===== config.mk =====
export PLATFORM = sky130hd
export DESIGN_NAME = cla_adder_pipe
export DESIGN_NICKNAME = d
export VERILOG_FILES = /design/src/rtl/cla_adder_pipe.sv
export SDC_FILE = /design/constraint.sdc
export NUM_CORES = 1
export LEC_CHECK = 0
export CELL_PAD_IN_SITES_DETAIL_PLACEMENT = 1
export CELL_PAD_IN_SITES_GLOBAL_PLACEMENT = 2
export CORE_MARGIN = 2
export CORE_UTILIZATION = 35
export DETAILED_ROUTE_END_ITERATION = 10
export PLACE_DENSITY = 0.89
export SLEW_MARGIN = 30
export SYNTH_ARGS = -nofsm -noshare
export SYNTH_HDL_FRONTEND = slang
export SYNTH_SLANG_ARGS = --single-unit

===== constraint.sdc =====
create_clock -name clk -period 3.55 [get_ports clk]
set_clock_uncertainty 0.1 [all_clocks]
set_input_delay 0.71 -clock clk [delete_from_list [all_inputs] [get_ports clk]]
set_output_delay 0.71 -clock clk [all_outputs]
set_load 0.01 [all_outputs]

===== src/rtl/cla_adder_pipe.sv =====
// Two-stage pipelined carry-lookahead adder/subtractor built from 4-bit groups.
// Stage 1 registers per-bit propagate/generate and per-group P/G of the
// effective operands. Stage 2 resolves group carries with a flattened
// second-level lookahead, then registers sum, carry-out, overflow and the
// block-level propagate/generate flags. A valid/ready handshake with full
// back-pressure buffers at most two beats (one per stage).
// WIDTH must be a multiple of 4 in the range 4..64.
module cla_adder_pipe #(
  parameter int WIDTH = 16
) (
  input  logic             clk,
  input  logic             rst_n,
  input  logic             in_valid,
  output logic             in_ready,
  input  logic [WIDTH-1:0] a,
  input  logic [WIDTH-1:0] b,
  input  logic             c_in,
  input  logic             sub,
  output logic             out_valid,
  input  logic             out_ready,
  output logic [WIDTH-1:0] sum,
  output logic             c_out,
  output logic             ovf,
  output logic             p_all,
  output logic             g_all
);

  localparam int NGRP = WIDTH / 4;

  // ---------------------------------------------------------------------------
  // Handshake
  // ---------------------------------------------------------------------------
  logic s1_valid_reg;
  logic s2_valid_reg;
  logic s2_adv;

  // Stage 2 can take a new beat when it is empty or its result is leaving.
  // in_ready never looks at in_valid; reset forces it low.
  assign s2_adv   = !s2_valid_reg | out_ready;
  assign in_ready = rst_n & (!s1_valid_reg | s2_adv);

  // ---------------------------------------------------------------------------
  // Stage 1: effective operands, bit p/g, group P/G
  // ---------------------------------------------------------------------------
  logic [WIDTH-1:0] beff;
  logic [WIDTH-1:0] p_next;
  logic [WIDTH-1:0] g_next;
  logic [NGRP-1:0]  gp_next;
  logic [NGRP-1:0]  gg_next;
  logic             cin_next;

  // Subtraction is a + ~b + 1, so carry-in is forced high and c_in ignored.
  assign beff     = sub ? ~b : b;
  assign cin_next = sub ? 1'b1 : c_in;
  assign p_next   = a ^ beff;
  assign g_next   = a & beff;

  for (genvar gi = 0; gi < NGRP; gi++) begin : g_s1_grp
    logic [3:0] gp;
    logic [3:0] gg;
    assign gp = p_next[4*gi +: 4];
    assign gg = g_next[4*gi +: 4];
    assign gp_next[gi] = &gp;
    assign gg_next[gi] = gg[3]
                       | (gp[3] & gg[2])
                       | (gp[3] & gp[2] & gg[1])
                       | (gp[3] & gp[2] & gp[1] & gg[0]);
  end

  logic [WIDTH-1:0] s1_p_reg;
  logic [WIDTH-1:0] s1_g_reg;
  logic [NGRP-1:0]  s1_gp_reg;
  logic [NGRP-1:0]  s1_gg_reg;
  logic             s1_cin_reg;

  // Stage 1 occupancy: refills (or empties) whenever the stage can move.
  always_ff @(posedge clk) begin
    if (!rst_n) begin
      s1_valid_reg <= 1'b0;
    end else if (in_ready) begin
      s1_valid_reg <= in_valid;
    end
  end

  // Stage 1 payload: loaded only on an accepted beat, held otherwise.
  always_ff @(posedge clk) begin
    if (in_ready && in_valid) begin
      s1_p_reg   <= p_next;
      s1_g_reg   <= g_next;
      s1_gp_reg  <= gp_next;
      s1_gg_reg  <= gg_next;
      s1_cin_reg <= cin_next;
    end
  end

  // ---------------------------------------------------------------------------
  // Stage 2: second-level lookahead and in-group carries
  // ---------------------------------------------------------------------------
  logic [NGRP:0]    grp_carry;
  logic [WIDTH-1:0] bit_carry;
  logic             g_all_next;

  // Flattened lookahead: every group carry is a two-level AND/OR of the
  // registered group P/G and the carry-in, with no chaining between groups.
  always_comb begin
    logic acc;
    logic term;
    grp_carry    = '0;
    grp_carry[0] = s1_cin_reg;
    for (int k = 0; k < NGRP; k++) begin
      acc = 1'b0;
      for (int j = 0; j <= k; j++) begin
        term = s1_gg_reg[j];
        for (int m = j + 1; m <= k; m++) begin
          term = term & s1_gp_reg[m];
        end
        acc = acc | term;
      end
      term = s1_cin_reg;
      for (int m = 0; m <= k; m++) begin
        term = term & s1_gp_reg[m];
      end
      grp_carry[k+1] = acc | term;
    end
  end

  // Block generate: carry out of the MSB group assuming a zero carry-in.
  always_comb begin
    logic term;
    g_all_next = 1'b0;
    for (int j = 0; j < NGRP; j++) begin
      term = s1_gg_reg[j];
      for (int m = j + 1; m < NGRP; m++) begin
        term = term & s1_gp_reg[m];
      end
      g_all_next = g_all_next | term;
    end
  end

  for (genvar gi = 0; gi < NGRP; gi++) begin : g_s2_grp
    logic [3:0] gp;
    logic [3:0] gg;
    logic       ci;
    assign gp = s1_p_reg[4*gi +: 4];
    assign gg = s1_g_reg[4*gi +: 4];
    assign ci = grp_carry[gi];
    assign bit_carry[4*gi]   = ci;
    assign bit_carry[4*gi+1] = gg[0] | (gp[0] & ci);
    assign bit_carry[4*gi+2] = gg[1] | (gp[1] & gg[0]) | (gp[1] & gp[0] & ci);
    assign bit_carry[4*gi+3] = gg[2] | (gp[2] & gg[1]) | (gp[2] & gp[1] & gg[0])
                             | (gp[2] & gp[1] & gp[0] & ci);
  end

  logic [WIDTH-1:0] sum_reg;
  logic             c_out_reg;
  logic             ovf_reg;
  logic             p_all_reg;
  logic             g_all_reg;

  // Stage 2 result register: advances when empty or drained, holds on stall.
  always_ff @(posedge clk) begin
    if (!rst_n) begin
      s2_valid_reg <= 1'b0;
      sum_reg      <= '0;
      c_out_reg    <= 1'b0;
      ovf_reg      <= 1'b0;
      p_all_reg    <= 1'b0;
      g_all_reg    <= 1'b0;
    end else if (s2_adv) begin
      s2_valid_reg <= s1_valid_reg;
      if (s1_valid_reg) begin
        sum_reg   <= s1_p_reg ^ bit_carry;
        c_out_reg <= grp_carry[NGRP];
        ovf_reg   <= bit_carry[WIDTH-1] ^ grp_carry[NGRP];
        p_all_reg <= &s1_gp_reg;
        g_all_reg <= g_all_next;
      end
    end
  end

  assign out_valid = s2_valid_reg;
  assign sum       = sum_reg;
  assign c_out     = c_out_reg;
  assign ovf       = ovf_reg;
  assign p_all     = p_all_reg;
  assign g_all     = g_all_reg;

endmodule


==> key figures <==
Clock tree
  – Post-CTS Hold Buffers: 0
  – CTS tree: built
  – TritonCTS buffer count: 9
  – Clock Tree Buf Depth: 2
  – Setup bufs post-CTS: 0
  – CTS resizes: 0
  – Worst-Skew Late Latency: around 350 ps
  – CTS clk-pin slew, worst paths: 60 ps
  – CTS Sinks: 59
  – CTS H-tree lvls: 3
  – CTS root buf: clkbuf_8

Setup path
  – Worst Path Class, Setup: primary input to output pin
  – Cell chain of the critical path: clkdlybuf4s50_1 > nor2b_2 > a21oi_1 > clkdlybuf4s50_1
  – Largest fanout on the critical path: 5
  – WP data arrival: 1990 ps
  – CP Capture Type: output pin
  – Slowest CP cell: clkdlybuf4s50_1
  – Worst path most repeated cell: clkdlybuf4s50_1
  – Startpoint types: primary input
  – Critical path's largest stage delay: 570 ps
  – Worst path required time: about 2700 ps

Timing
  – Max-slew violations: 0
  – Final Critical Period: 2803 ps
  – Hold Vio Cnt, Final: 0
  – Tightest Pin Transition: 603.5 ps
  – Final period utilization: 78.95%
  – Fmax: 356.8 MHz
  – RSZ-0062 raised after global routing: no
  – Setup_tns: 0 ps
  – Worst slew margin: 58.73%
  – Final setup viols: 0

Synthesis
  – Number of synthesized flops with an enable pin: 37
  – Mapped Nets: 304
  – Syn Std Cell Area: 0.002879 mm2
  – Register bit total from synthesis: 59
  – Async SR Flop Fraction: 0%
  – Syn Area/Cell: about 12 um2
  – Post-synth cell types: 47
  – Synth Instances: 246
  – Sequential share of the synthesized area: 53.89%
  – Dominant synthesized flop cell: edfxtp_1
  – Synth warn: 0

Final layout
  – Most frequent cells in the layout: clkdlybuf4s50_1 (59), edfxtp_1 (37), dfxtp_1 (22)
  – Antenna cells: 0
  – Area grow syn2layout: 31.55%
  – Most common cell after layout, fill and taps aside: clkdlybuf4s50_1
  – Register area: 0.001551 mm2
  – Layout cells sized above 1: 9.464%
  – Total of fill cells in the finished design: 899
  – Final instance area: 0.003787 mm2
  – Final design utilization: a little under half
  – Final nets: 370
  – Footprint of the multi-input gates: 0.001264 mm2

Die
  – Core Rows: 33
  – DIE WIDTH: roughly 95 um
  – Die Ht: 94.70 um
  – Area of the core: 0.008093 mm2
  – Top-Level Pins: 60
  – DIE AREA: ~0.009 mm2
  – Starting density of the core: 35.58%

Global route
  – Largest net degree at the start of global routing: 38
  – Initial antenna violation count: 0
  – Gr usage total: between 10% and 20%
  – M2 GR Usage: 24.59%
  – Vias in the first global route: 2120
  – GR Util met3: 3.352%
  – M1 GR Usage: 19.99%
  – GRT Residual Overflow: 0
  – Grt peak-use layer: met2
  – First-pass GRT wire length: 10460 um

Worst hold path
  – Hold Crit Class: flip-flop to flip-flop

Power and ir drop
  – Pwr Total: roughly 1.7 mW
  – Worst IR Drop VDD: 166.3 uV
  – Leakage: 1.411 nW
  – PwrDens: 445.1 mW/mm2

Place
  – DP HPWL: 5006 um
  – RD Place Congestion: 0.7393
  – Area after DPL: between 0.003 and 0.004 mm2
  – Port Buf Inserts: 59

Job
  – Max Cap Viol: 0

Drt
  – Router iterations before antenna repair: 4
  – Post-route ant nets: 0
  – Residual DRC: 0
  – Routed WL: 6584 um
  – WL/cell: 15.60 um
  – Via count: around 2100
  – 1st-iter DRT viols: 90
  – Detailed-route vias per instance: 5.033

Outcome
  – Status: completed
## final timing paths
kind                 from        to  slack, ps  depth (start not counted)
min reg2reg        sum[8]    sum[8]        360                          2
min                sum[8]    sum[8]        360                          2
max             out_ready  in_ready        750                          4
max reg2reg  s1_gg_reg[1]   sum[13]       1770                          7
## metrics by stage
step	std cells	worst slack, ps	hold slack, ps
after CTS	422	730.2	359.3
after floorplan	246	684.6	380.5
after detailed placement	406	739.1	350.2
after global routing	422	675.4	380.0
final	422	747.4	358.2
after global placement	406	750.0	346.8
## layout make-up
class                   instances  area share (%)
repair buffers                 65           16.78
inverters                       3          0.2973
multi-input cells             174           33.37
well taps                     105           3.469
clock buffers                  11           3.733
clock inverters                 5           1.388
flip-flops and latches         59           40.96
## power breakdown
group	internal, mW	total, mW	switching [mW]
registers	0.783	0.814	0.0313
logic	0.139	0.263	0.124
clock network	0.339	0.608	0.269
## cell families after synthesis
group	share of synthesized area [%]
and+or+nand+nor	14.47
DFF	53.89
AOI/OAI and AO/OA	12.65
xor gates and xnor gates	6.693
adders and majority gates	8.692
buffers and inverters	2.216
muxes	1.391
## critical path: cells and delay by family
family / cells / cell delay, ps
buffers and inverters: 2 / 1040
and+or+nand+nor: 1 / 60
AOI/OAI and AO/OA: 1 / 190
## synth_stat cells (all sizes together) (4+ instances only)
master	count	area (um2)
edfxtp	37	1111
a21o	4	31.28
nor2	21	78.83
nand2b	5	31.28
a21oi	15	78.83
nand3	7	35.03
dfxtp	22	440.4
nor2b	8	52.55
buf	10	52.55
xor2	17	148.9
nand2	13	48.80
o21ai	10	50.05
a211oi	4	40.03
and4	4	35.03
xnor2	5	43.79
mux2i	4	40.04
o211ai	6	50.05
ha	20	250.2
## layer usage
layer,vias to the layer above,share of wire (%)
li1,1046,-
met1,1020,46
met2,46,47
met3,12,4.1
met4,0,2.5
met5,-,0
Note: power is estimated with default switching activity, not from simulation.
